### src/rtl/blit_pkg.sv
// Shared constants, mode encoding and FSM state type for the sprite blitter.
// Imported by fb_addr_calc and sprite_blitter.
package blit_pkg;

  localparam int unsigned SCREEN_W = 640;
  localparam int unsigned SCREEN_H = 480;

  localparam logic [7:0] TRANSPARENT_IDX = 8'h00;

  localparam logic MODE_FILL = 1'b0;
  localparam logic MODE_COPY = 1'b1;

  typedef enum logic [1:0] {
    ST_IDLE  = 2'd0,
    ST_READ  = 2'd1,
    ST_WRITE = 2'd2,
    ST_DONE  = 2'd3
  } state_t;

endpackage

### src/rtl/fb_addr_calc.sv
// Framebuffer linear address from on-screen x/y: y*640 + x, shift-add only.
// Ports: i_x (10b screen x), i_y (9b screen y), o_addr (19b word address).
module fb_addr_calc
  import blit_pkg::*;
(
  input  logic [9:0]  i_x,
  input  logic [8:0]  i_y,
  output logic [18:0] o_addr
);

  logic [18:0] w_y512;
  logic [18:0] w_y128;

  // 640 = 512 + 128
  assign w_y512 = {1'b0, i_y, 9'd0};
  assign w_y128 = {3'b0, i_y, 7'd0};

  assign o_addr = w_y512 + w_y128 + {9'd0, i_x};

endmodule

### src/rtl/sprite_blitter.sv
// Rectangle fill / sprite copy engine writing a 640x480 8-bit framebuffer.
// Ports: clock/reset_n, command (start,mode,x_in,y_in,w_in,h_in,color_in,
// spr_base), status (busy,done), sprite ROM (spr_addr,spr_data),
// framebuffer write (fb_addr,fb_data,fb_we,fb_ready).
module sprite_blitter
  import blit_pkg::*;
(
  input  logic        clock,
  input  logic        reset_n,
  input  logic        start,
  input  logic        mode,
  input  logic [9:0]  x_in,
  input  logic [8:0]  y_in,
  input  logic [9:0]  w_in,
  input  logic [8:0]  h_in,
  input  logic [7:0]  color_in,
  input  logic [15:0] spr_base,
  output logic        busy,
  output logic        done,
  output logic [15:0] spr_addr,
  input  logic [7:0]  spr_data,
  output logic [18:0] fb_addr,
  output logic [7:0]  fb_data,
  output logic        fb_we,
  input  logic        fb_ready
);

  state_t      r_state;
  logic        r_mode;
  logic [9:0]  r_x;
  logic [8:0]  r_y;
  logic [9:0]  r_w;
  logic [8:0]  r_h;
  logic [7:0]  r_color;
  logic [9:0]  r_col;
  logic [8:0]  r_row;
  logic [15:0] r_spr_addr;

  logic [10:0] w_sx;
  logic [9:0]  w_sy;
  logic [7:0]  w_pix;
  logic        w_on;
  logic        w_opaque;
  logic        w_wr;
  logic        w_adv;
  logic        w_col_end;
  logic        w_row_end;
  logic        w_last;
  logic [18:0] w_addr;

  // Widened sums: a rectangle hanging off the right/bottom edge
  // must stay off-screen instead of wrapping to column/row 0.
  assign w_sx = {1'b0, r_x} + {1'b0, r_col};
  assign w_sy = {1'b0, r_y} + {1'b0, r_row};

  assign w_pix = (r_mode == MODE_COPY) ? spr_data : r_color;

  assign w_on = (w_sx < 11'(SCREEN_W))
             && (w_sy < 10'(SCREEN_H));

  assign w_opaque = !((r_mode == MODE_COPY)
                   && (w_pix == TRANSPARENT_IDX));

  assign w_wr = (r_state == ST_WRITE) && w_on && w_opaque;

  // Skipped pixels retire at once; written ones wait for fb_ready.
  assign w_adv = (r_state == ST_WRITE) && (!w_wr || fb_ready);

  assign w_col_end = (r_col == r_w - 10'd1);
  assign w_row_end = (r_row == r_h - 9'd1);
  assign w_last    = w_col_end && w_row_end;

  fb_addr_calc u_addr (
    .i_x    (w_sx[9:0]),
    .i_y    (w_sy[8:0]),
    .o_addr (w_addr)
  );

  assign fb_we    = w_wr;
  assign fb_addr  = w_wr ? w_addr : '0;
  assign fb_data  = w_wr ? w_pix : '0;
  assign busy     = (r_state != ST_IDLE);
  assign done     = (r_state == ST_DONE);
  assign spr_addr = r_spr_addr;

  always_ff @(posedge clock or negedge reset_n) begin
    if (!reset_n) begin
      r_state    <= ST_IDLE;
      r_mode     <= MODE_FILL;
      r_x        <= '0;
      r_y        <= '0;
      r_w        <= '0;
      r_h        <= '0;
      r_color    <= '0;
      r_col      <= '0;
      r_row      <= '0;
      r_spr_addr <= '0;
    end else begin
      case (r_state)
        ST_IDLE: begin
          if (start) begin
            r_mode     <= mode;
            r_x        <= x_in;
            r_y        <= y_in;
            r_w        <= w_in;
            r_h        <= h_in;
            r_color    <= color_in;
            r_col      <= '0;
            r_row      <= '0;
            r_spr_addr <= spr_base;
            if ((w_in == '0) || (h_in == '0))
              r_state <= ST_DONE;
            else if (mode == MODE_COPY)
              r_state <= ST_READ;
            else
              r_state <= ST_WRITE;
          end
        end
        ST_READ: begin
          r_state <= ST_WRITE;
        end
        ST_WRITE: begin
          if (w_adv) begin
            if (w_last) begin
              r_state <= ST_DONE;
            end else begin
              // Row-major walk; the ROM pointer just counts,
              // which equals base + row*w + col.
              r_spr_addr <= r_spr_addr + 16'd1;
              if (w_col_end) begin
                r_col <= '0;
                r_row <= r_row + 9'd1;
              end else begin
                r_col <= r_col + 10'd1;
              end
              r_state <= (r_mode == MODE_COPY) ? ST_READ : ST_WRITE;
            end
          end
        end
        ST_DONE: begin
          r_state <= ST_IDLE;
        end
        default: begin
          r_state <= ST_IDLE;
        end
      endcase
    end
  end

endmodule

### config.mk
export PLATFORM = sky130hd
export DESIGN_NAME = sprite_blitter
export DESIGN_NICKNAME = d
export VERILOG_FILES = /design/src/rtl/blit_pkg.sv /design/src/rtl/fb_addr_calc.sv /design/src/rtl/sprite_blitter.sv
export SDC_FILE = /design/constraint.sdc
export NUM_CORES = 1
export LEC_CHECK = 0
export CAP_MARGIN = 20
export CORE_UTILIZATION = 57
export DETAILED_ROUTE_END_ITERATION = 10
export GPL_ROUTABILITY_DRIVEN = 0
export PLACE_DENSITY_LB_ADDON = 0.05
export SYNTH_ARGS = -nofsm -noshare
export SYNTH_HDL_FRONTEND = slang
export SYNTH_SLANG_ARGS = --single-unit
### constraint.sdc
create_clock -name clock -period 15.75 [get_ports clock]
set_clock_uncertainty 0.2 [all_clocks]
set_input_delay 3.15 -clock clock [delete_from_list [all_inputs] [get_ports clock]]
set_output_delay 3.15 -clock clock [all_outputs]
set_load 0.02 [all_outputs]
### Word-level counts from Yosys, hierarchy flattened

Cells that the tools add are included.

* $add $sub $neg: 9
* order comparisons: 2
* equal/unequal tests: 9
* mux-type cells: 24
* reductions and logical operators: 20

Operators by type and width (number)
* $mux 16: 3
* $mux 10: 4
* $mux 9: 4
* $pmux 16 s2: 1
* $pmux 10 s2: 1
* $add 18x16->19: 1
* $add 19x10->19: 1
* $mux 19: 1
* $pmux 9 s2: 1
* $add 16x1->16 const B: 1
* $mux 8: 2
* $mux 2: 6
* $add 10x10->11: 1
* $lt 11x10->1 const B: 1
* $add 10x1->10 const B: 1
* $add 9x9->10: 1
* $eq 10x10->1: 1
* $logic_not 10->1: 1
* $lt 10x9->1 const B: 1
* $sub 10x1->10 const B: 1
* $add 9x1->9 const B: 1
* $eq 9x9->1: 1
* $logic_not 9->1: 1
* $sub 9x1->9 const B: 1
* 13 further kinds: 26

* register bits: 84
* input bits: 75
* output and inout port bits: 46
* word-level logic and storage cells: 74

### Longest topological paths before layout

Gate-level depths: netlist (run 1).

* depth after elaboration: 10
* gate-level depth with buffers: 19
* depth with buffers taken out: 19

### By module

Synthesis (run 1) repeated with hierarchy kept, for this count alone.

* cell total of the unflattened synthesis: 778
* area total of the unflattened synthesis: 6458.7 um^2

By module, submodules not included
* sprite_blitter: times used 1, cells an instance 706, area each 5839.4 um^2, seq. area each 2102.0 um^2
* fb_addr_calc: times used 1, cells an instance 72, area each 619.3 um^2, seq. area each 0.0 um^2

### Worst setup path after synthesis (run 1)

Ideal clock, no wire load.

* kind: input to output
* start: input spr_data[3]
* end: output fb_addr[14]
* arrival: 4.664 ns
* data required time: 12.400 ns
* setup slack: 7.736 ns
* cell stages on the path: 7
* buffers on the path: 1
* path through: nor4_1 > nand4_1 > nand2_1 > nor4_1 > o211ai_1 > clkbuf_1 > nor3_1

* longest elaborated chain between the ends: 6

RTL lines
* from (decl): RTL line sprite_blitter.sv:21 `input logic [7:0] spr_data,`
* $mux 8: RTL line sprite_blitter.sv:56 `assign w_pix = (r_mode == MODE_COPY) ? spr_data : r_color;`
* $logic_not 8->1: RTL line sprite_blitter.sv:62 `&& (w_pix == TRANSPARENT_IDX));`
* $logic_and 1x1->1: RTL line sprite_blitter.sv:62
* $logic_not 1->1: RTL line sprite_blitter.sv:61 `assign w_opaque = !((r_mode == MODE_COPY)`
* $logic_and 1x1->1: RTL line sprite_blitter.sv:64 `assign w_wr = (r_state == ST_WRITE) && w_on && w_opaque;`
* $mux 19: RTL line sprite_blitter.sv:80 `assign fb_addr = w_wr ? w_addr : '0;`
* to (decl): RTL line sprite_blitter.sv:22 `output logic [18:0] fb_addr,`

No other way between the ends.

### Worst setup path after layout (run 1)

* start: input spr_data[3]
* end: output fb_addr[4]

The elaborated chain is that of the path after synthesis.

==> impl_metrics.toml, run 1 <==
[worst_hold_path]
hold_class = "flop to flop"
min_path_cells = 2

[die]
die_y_um = 106.0
num_io_pins = 121
core_sq_um = 10420
dieArea_sq_um = 11230
initial_utilization_pct = 59.14
fp-row-count = 37
die_w_um = 106.0

[sta]
setup_viol = 0
max_slew_margin_pct = 30.06
period_share_pct = 59.43
hold_slack_ns = 0.2884
maxSlewViolCount = 0
final.min_clock_period_ns = 9.360
rsz0062_at_grt = "false"
hold_viol = 0
worstMarginPinSlew_ns = 1.049
setup_ws_ns = 6.390
fmax_ghz = 0.1068
setup_tns_ns = 0

[drt]
drt_iter0_drc = 358
vias = 6027
routed_wirelength_um = 16250
drc = 0
first_pass_iters = 5
wl_per_cell_um = 16.19
antenna_left = 0
vias_per_cell = 6.003

[logic_synthesis]
synth_fp_nets = 881
synth_area_sq_um = 6160
syn_inst = 761
synth_flop_cell = "dfrtp_1"
synth-seq-cells = 84
ys_warn_count = 0
ys_seq_area_share_pct = 34.13
synth_edf_count = 0
async_reset_ff_share_pct = 100.0
synth_cell_types = 59
syn_area_per_cell_sq_um = 8.094

[placed_design]
dp.cells = 987
pre_cts_slack_ns = 6.408
portBuffers = 120
dpl.hpwl_um = 11880
place_area_sq_um = 7410

[final_layout]
area_growth_pct = 23.77
seqCellArea_sq_um = 2102
final_area_sq_um = 7624
final_cell_count_no_fill = 1004
final_nets = 983
multi_input_area_sq_um = 3789
drive_above_1_share_pct = 4.608
final_core_util_pct = 73.19
final_common_cell = "nand2_1"
num_antenna_cells = 0
fill_cells = 817
final_cell_mix = "159 x nand2_1, 119 x clkdlybuf4s50_1, 84 x dfrtp_1"

[outcome]
status = "finished, final reports clean"

[power_and_ir_drop]
total_power_mw = 1.688
ir_drop_uv = 196.4
p_per_area_nw_per_um2 = 221.4
p_leak_nw = 3.409

[worst_setup_path]
critPathRequiredTime_ns = 12.40
critPathMaxFanout = 17
startpoint_type = "input pin"
critPathKind = "input pin to primary output"
rr_worst_depth = 9
endpoint_kind = "primary output"
arrival_ns = 6.01

[cts]
path_clk_slew_ns = 0.08
ctsResizeCount = 0
clock_latency_ns = 0.37
clock_sinks = 84
htreeDepth = 3
cts-buffers-inserted = 9
cts-root-buf = "clkbuf_8"
clockBufferDepth = 2
cts_hold_buf = 0
cts_tree = "built"
cts_setup_buffers = 0

[grt]
grt_pass1_wl_um = 26670
grt_pass1_vias = 5760
grtUsageTotal_pct = 29.88
grt_max_degree = 59
grt.overflow.total = 0
antenna_found_initial = 0

[flow_run]
maxCapViolCount = 0
[cell families (layout without fill, tap and decap cells)]
group                    count (synthesis)  after routing  synth area share [%]
AND/OR/NAND/NOR                        337            337                 25.88
AO/OA/AOI/OAI                          184            184                 18.91
flip-flops                              84             84                 34.13
buffers and inverters                   66            173                 4.570
adder cells (fa/ha/maj)                 45             45                 9.628
XOR/XNOR                                33             33                 4.936
multiplexers                            12             12                 1.950
[per-layer routing]
layer	part of all wire [%]	routed length (um)	global-route usage (%)	up-vias
li1	-	-	-	2908
met1	44	7097	38.04	2856
met2	48	7802	49.07	229
met3	6.2	1010	5.518	34
met4	2.1	343	14.38	0
met5	0	0	0	-
[power by group]
part	internal [mW]	switching, mW	total (mW)
registers	0.303	0.109	0.412
clock network	0.0662	0.0830	0.149
logic	0.499	0.628	1.13
[area by class of cell]
type | instances | area share [%]
Clock buffer | 11 | 1.986
Clock inverter | 5 | 0.4595
Inverter | 32 | 1.576
Multi-Input combinational cell | 611 | 49.70
Tap cell | 136 | 2.232
Timing Repair Buffer | 125 | 16.48
Sequential cell | 84 | 27.57
[cells in the mapped netlist (5+ instances only)]
cell | count | area [sq um]
nor4_1 | 13 | 81.33
xor2_1 | 9 | 78.83
inv_1 | 32 | 120.1
and3_1 | 10 | 62.56
nand3_1 | 25 | 125.1
and2_1 | 7 | 43.79
o22ai_1 | 11 | 68.82
nor2_1 | 47 | 176.4
nor3_1 | 15 | 75.07
nand4_1 | 7 | 43.79
dfrtp_1 | 84 | 2102
clkbuf_1 | 25 | 93.84
a21o_1 | 9 | 67.56
o21a_1 | 8 | 60.06
nand2_1 | 160 | 600.6
mux2i_1 | 12 | 120.1
a31oi_1 | 21 | 131.4
nand2b_1 | 14 | 87.58
o21ai_0 | 56 | 280.3
a211oi_1 | 5 | 37.54
o211ai_1 | 6 | 45.04
xnor2_1 | 23 | 201.4
a21oi_1 | 36 | 180.2
or3_1 | 8 | 50.05
nor2b_1 | 12 | 75.07
ha_1 | 41 | 513.0
[worst max-delay path: stages]
cell             delay [ns]
clkdlybuf4s50_1        0.49
nor4_1                 0.06
nand4_1                0.11
nand2_1                0.07
nor4_1                 0.46
o211ai_1               0.41
buf_4                  0.33
a211oi_1               0.27
clkdlybuf4s50_1        0.65
[registers in the layout, summed over array words and instances (netlist names)]
register  flops
r_color       8
spr_addr     16
r_w          10
r_mode        1
r_x          10
r_row         9
r_h           9
r_col        10
r_state       2
r_y           9
[path summary, 6_finish.rpt]
check / startpoint / end / slack [ns]
max: spr_data[3] / fb_addr[4] / 6.39
min reg2reg: r_color[1]$_DFFE_PN0P_ / r_color[1]$_DFFE_PN0P_ / 0.29
max reg2reg: r_col[2]$_DFFE_PN0P_ / r_row[3]$_DFFE_PN0P_ / 11.91
min in group asynchronous: reset_n / r_x[3]$_DFFE_PN0P_ / 2.55
min: r_color[1]$_DFFE_PN0P_ / r_color[1]$_DFFE_PN0P_ / 0.29
max in group asynchronous: reset_n / r_row[7]$_DFFE_PN0P_ / 11.84
Note: power is estimated with default switching activity, not from simulation.
==> inputs of run 2 (changes only) <==
Settings changed: CORE_UTILIZATION 57 to 48.
Clock period 15.75 ns to 7.7 ns, I/O delays scaled along.
==> impl_metrics.toml, run 2 (synthesized netlist as in run 1, its figures left out) <==
[cts]
clock_latency_ns = 0.35
cts_tree = "built"
cts_hold_buf = 0
htreeDepth = 3
ctsResizeCount = 0
path_clk_slew_ns = 0.07
cts-buffers-inserted = 9
clockBufferDepth = 2
clock_sinks = 84
cts-root-buf = "clkbuf_16"
cts_setup_buffers = 0

[final_layout]
final_nets = 985
final_cell_mix = "160 x nand2_1, 119 x clkdlybuf4s50_1, 84 x dfrtp_1"
area_growth_pct = 26.59
num_antenna_cells = 0
drive_above_1_share_pct = 4.598
final_core_util_pct = 62.04
largest_register_ffs = 16
final_common_cell = "nand2_1"

[placed_design]
portBuffers = 120
dpl.hpwl_um = 12130

[drt]
wl_per_cell_um = 15.78
vias_per_cell = 5.741
antenna_left = 0
drc = 0
routed_wirelength_um = 16440
first_pass_iters = 5
drt_iter0_drc = 413
vias = 5982

[worst_setup_path]
critPathKind = "flop to primary output"
startpoint_type = "flop"
endpoint_kind = "primary output"
arrival_ns = 5.22
critPathRequiredTime_ns = 5.96
critPathMaxFanout = 8

[grt]
grt.overflow.total = 0
grt_pass1_wl_um = 27410
grt_pass1_vias = 5913
antenna_found_initial = 0
grt_max_degree = 61
grtUsageTotal_pct = 26.11

[die]
die_y_um = 115.3
initial_utilization_pct = 49.01
core_sq_um = 12570
fp-row-count = 41
num_io_pins = 121
die_w_um = 115.3
dieArea_sq_um = 13290

[sta]
max_slew_margin_pct = 37.23
rsz0062_at_grt = "false"
hold_viol = 0
maxSlewViolCount = 0
fmax_ghz = 0.1437
worstMarginPinSlew_ns = 0.9353
period_share_pct = 90.40
setup_viol = 0
setup_tns_ns = 0
final.min_clock_period_ns = 6.961

[power_and_ir_drop]
intPower_mw = 1.903
p_per_area_nw_per_um2 = 459.4
pwr-share-clk_pct = 12.4
p_leak_nw = 3.466
ir_drop_uv = 328.4
combPwrFrac_pct = 64.1
p_switching_mw = 1.678
p_seq_share_pct = 23.5
p_sw_share_pct = 46.86

[outcome]
status = "finished, final reports clean"

[flow_run]
maxCapViolCount = 0

[worst_hold_path]
hold_class = "flop to flop"
run 2: worst paths after layout:
kind / startpoint / endpoint / slack (ns) / depth (start not counted)
hold / removal: r_color[7]$_DFFE_PN0P_ / r_color[7]$_DFFE_PN0P_ / 0.28 / 2
hold reg to reg: r_color[7]$_DFFE_PN0P_ / r_color[7]$_DFFE_PN0P_ / 0.28 / 2
setup / recovery: r_col[6]$_DFFE_PN0P_ / fb_addr[18] / 0.74 / 17
min in group asynchronous: reset_n / r_x[2]$_DFFE_PN0P_ / 0.90 / 1
setup reg to reg: r_col[2]$_DFFE_PN0P_ / r_row[7]$_DFFE_PN0P_ / 3.99 / 9
max in group asynchronous: reset_n / r_row[6]$_DFFE_PN0P_ / 5.31 / 2
run 2: area by class of cell:
type	instances	area [sq um]
Sequential cell	84	2102
Clock inverter	5	60.06
Fill cell	1130	4771
Inverter	32	120.1
Multi-Input combinational cell	611	3786
Clock buffer	11	242.7
Timing Repair Buffer	127	1271
Tap cell	172	215.2
run 2: through the flow:
| stage | power (mW) | hold slack, ns | cells | area [sq um] | worst slack [ns] |
|---|---|---|---|---|---|
| finish | 3.582 | 0.2783 | 1042 | 7797 | 0.7392 |
| global route | 3.895 | 0.3142 | 1042 | 7797 | 0.4648 |
| CTS | 3.581 | 0.2843 | 1040 | 7762 | 0.7703 |
| detailed placement | 3.120 | 0.2710 | 1024 | 7460 | 1.178 |
| global placement | 3.066 | 0.2631 | 1024 | 7460 | 1.363 |
| floorplan | 2.362 | 0.2450 | 761 | 6160 | 1.841 |
run 2: per-layer routing:
metal	global-route usage [%]	wire, um	vias to the layer above
met5	0	0	-
met4	10.74	386	0
met3	3.848	801	35
met2	44.78	8098	185
met1	33.02	7155	2847
li1	-	-	2915
run 2: worst max-delay path, cell delays in order (launching register included):
cell and delay, ns:
dfrtp_1 0.48, ha_1 0.37, or2_2 0.36, a31o_2 0.25, a221oi_1 0.27, nand3_1 0.17
fa_1 0.58, inv_1 0.07, fa_1 0.43, nor2b_1 0.16, o21ai_0 0.11, a21oi_1 0.19
o21ai_0 0.12, a21oi_1 0.21, o21a_1 0.17, o21a_1 0.16, o211a_1 0.17, clkdlybuf4s50_1 0.60
run 2: power by group through the flow:
stage | combinational (mW) | clock (mW) | sequential, mW
2_1_floorplan | 1.55 | 0 | 0.816
3_3_place_gp | 2.22 | 0 | 0.842
3_5_place_dp | 2.27 | 0 | 0.847
4_1_cts | 2.29 | 0.451 | 0.840
5_1_grt | 2.55 | 0.470 | 0.871
6_report | 2.30 | 0.445 | 0.841
==> inputs of run 3 (changes only) <==
Settings changed: CORE_MARGIN set to 3.
==> impl_metrics.toml, run 3 (synthesized netlist as in run 1, its figures left out) <==
[outcome]
status = "finished, final reports clean"

[sta]
setup_tns_ns = 0
fmax_ghz = 0.1456
final.min_clock_period_ns = 6.866
max_slew_margin_pct = 36.90
setup_viol = 0
hold_viol = 0
maxSlewViolCount = 0
rsz0062_at_grt = "false"
period_share_pct = 89.17
worstMarginPinSlew_ns = 0.9465

[worst_hold_path]
hold_class = "flop to flop"

[die]
dieArea_sq_um = 14230
fp-row-count = 40
initial_utilization_pct = 50.23
die_y_um = 119.3
die_w_um = 119.3
num_io_pins = 121
core_sq_um = 12260

[cts]
cts_setup_buffers = 0
htreeDepth = 3
path_clk_slew_ns = 0.06
cts_hold_buf = 0
clock_latency_ns = 0.34
cts-buffers-inserted = 9
cts-root-buf = "clkbuf_16"
clock_sinks = 84
clockBufferDepth = 2
ctsResizeCount = 0
cts_tree = "built"

[grt]
grt_pass1_wl_um = 28670
grt_max_degree = 70
grt_pass1_vias = 6044
grtUsageTotal_pct = 24.39
grt.overflow.total = 0
antenna_found_initial = 0

[worst_setup_path]
startpoint_type = "flop"
critPathKind = "flop to primary output"
crit_start = "r_col[6]$_DFFE_PN0P_"
reg2reg_to = "r_row[7]$_DFFE_PN0P_"
arrival_ns = 5.13
critPathMaxFanout = 8
rr_worst_depth = 9
rrSetupSlack_ns = 3.96
r2r_start = "r_col[2]$_DFFE_PN0P_"
critPathRequiredTime_ns = 5.96
endpoint = "fb_addr[16]"
endpoint_kind = "primary output"

[final_layout]
area_growth_pct = 26.63
fill_cells = 1094
final_core_util_pct = 63.61
num_antenna_cells = 0
final_nets = 985
final_cell_count_no_fill = 1038
final_area_sq_um = 7800
final_common_cell = "nand2_1"
drive_above_1_share_pct = 4.598
largest_register_ffs = 16
final_cell_mix = "160 x nand2_1, 119 x clkdlybuf4s50_1, 84 x dfrtp_1"

[flow_run]
maxCapViolCount = 0

[power_and_ir_drop]
ir_drop_uv = 294.8
p_leak_nw = 3.470
p_per_area_nw_per_um2 = 459.6

[drt]
wl_per_cell_um = 16.10
first_pass_iters = 4
routed_wirelength_um = 16720
vias_per_cell = 5.758
vias = 5977
drt_iter0_drc = 415
drc = 0
antenna_left = 0

[placed_design]
dpl.hpwl_um = 12310
dp.cells = 1020
portBuffers = 120
place_area_sq_um = 7455
## run 3: power by group
part	switching [mW]	total (mW)	internal [mW]
Sequential	0.219	0.839	0.621
Combinational	1.29	2.30	1.02
Clock	0.181	0.443	0.261
Total	1.69	3.58	1.90
## run 3: worst min path at each step
| stage | start | to | cells after the start |
|---|---|---|---|
| 4_1_cts | r_color[7]$_DFFE_PN0P_ | r_color[7]$_DFFE_PN0P_ | 2 |
| 3_3_place_gp | r_color[6]$_DFFE_PN0P_ | r_color[6]$_DFFE_PN0P_ | 2 |
| 2_1_floorplan | r_color[0]$_DFFE_PN0P_ | r_color[0]$_DFFE_PN0P_ | 2 |
| 3_5_place_dp | r_color[7]$_DFFE_PN0P_ | r_color[7]$_DFFE_PN0P_ | 2 |
| 5_1_grt | r_y[4]$_DFFE_PN0P_ | r_y[4]$_DFFE_PN0P_ | 2 |
| 6_report | r_color[7]$_DFFE_PN0P_ | r_color[7]$_DFFE_PN0P_ | 2 |
## run 3: per-stage QoR
step	setup WS (ns)	hold slack, ns	total power [mW]
after floorplan	1.841	0.2450	2.362
after global placement	1.348	0.2609	3.069
after detailed placement	1.195	0.2695	3.121
after CTS	0.8171	0.2856	3.593
after global routing	0.4754	0.3064	3.894
final	0.8340	0.2840	3.585
## run 3: cell type report
class / count / area, sq um / area share, %
sequential: 84 / 2102 / 26.95
multi-input combinational: 611 / 3786 / 48.54
timing repair buffer: 127 / 1279 / 16.39
clock buffer: 11 / 242.7 / 3.112
inverter: 32 / 120.1 / 1.540
clock inverter: 5 / 60.06 / 0.7700
tap: 168 / 210.2 / 2.695
## run 3: layer usage
metal / GRT usage [%] / up-vias / part of all wire (%)
met3: 4.131 / 18 / 5.3
met4: 7.893 / 0 / 1.4
li1: - / 2914 / -
met1: 30.97 / 2883 / 44
met5: 0 / - / 0
met2: 42.14 / 162 / 50
## run 3: worst max-delay path: stages, from the launching register on
cell,delay [ns]
dfrtp_1,0.47
ha_1,0.36
or2_2,0.35
a31o_2,0.26
a221oi_1,0.28
nand3_1,0.17
fa_1,0.58
inv_1,0.07
fa_1,0.43
nor2b_1,0.16
o21ai_0,0.11
a21oi_1,0.19
o21ai_0,0.12
a21oi_1,0.20
o21a_1,0.15
nor3_1,0.04
nor3_1,0.19
clkdlybuf4s50_1,0.65
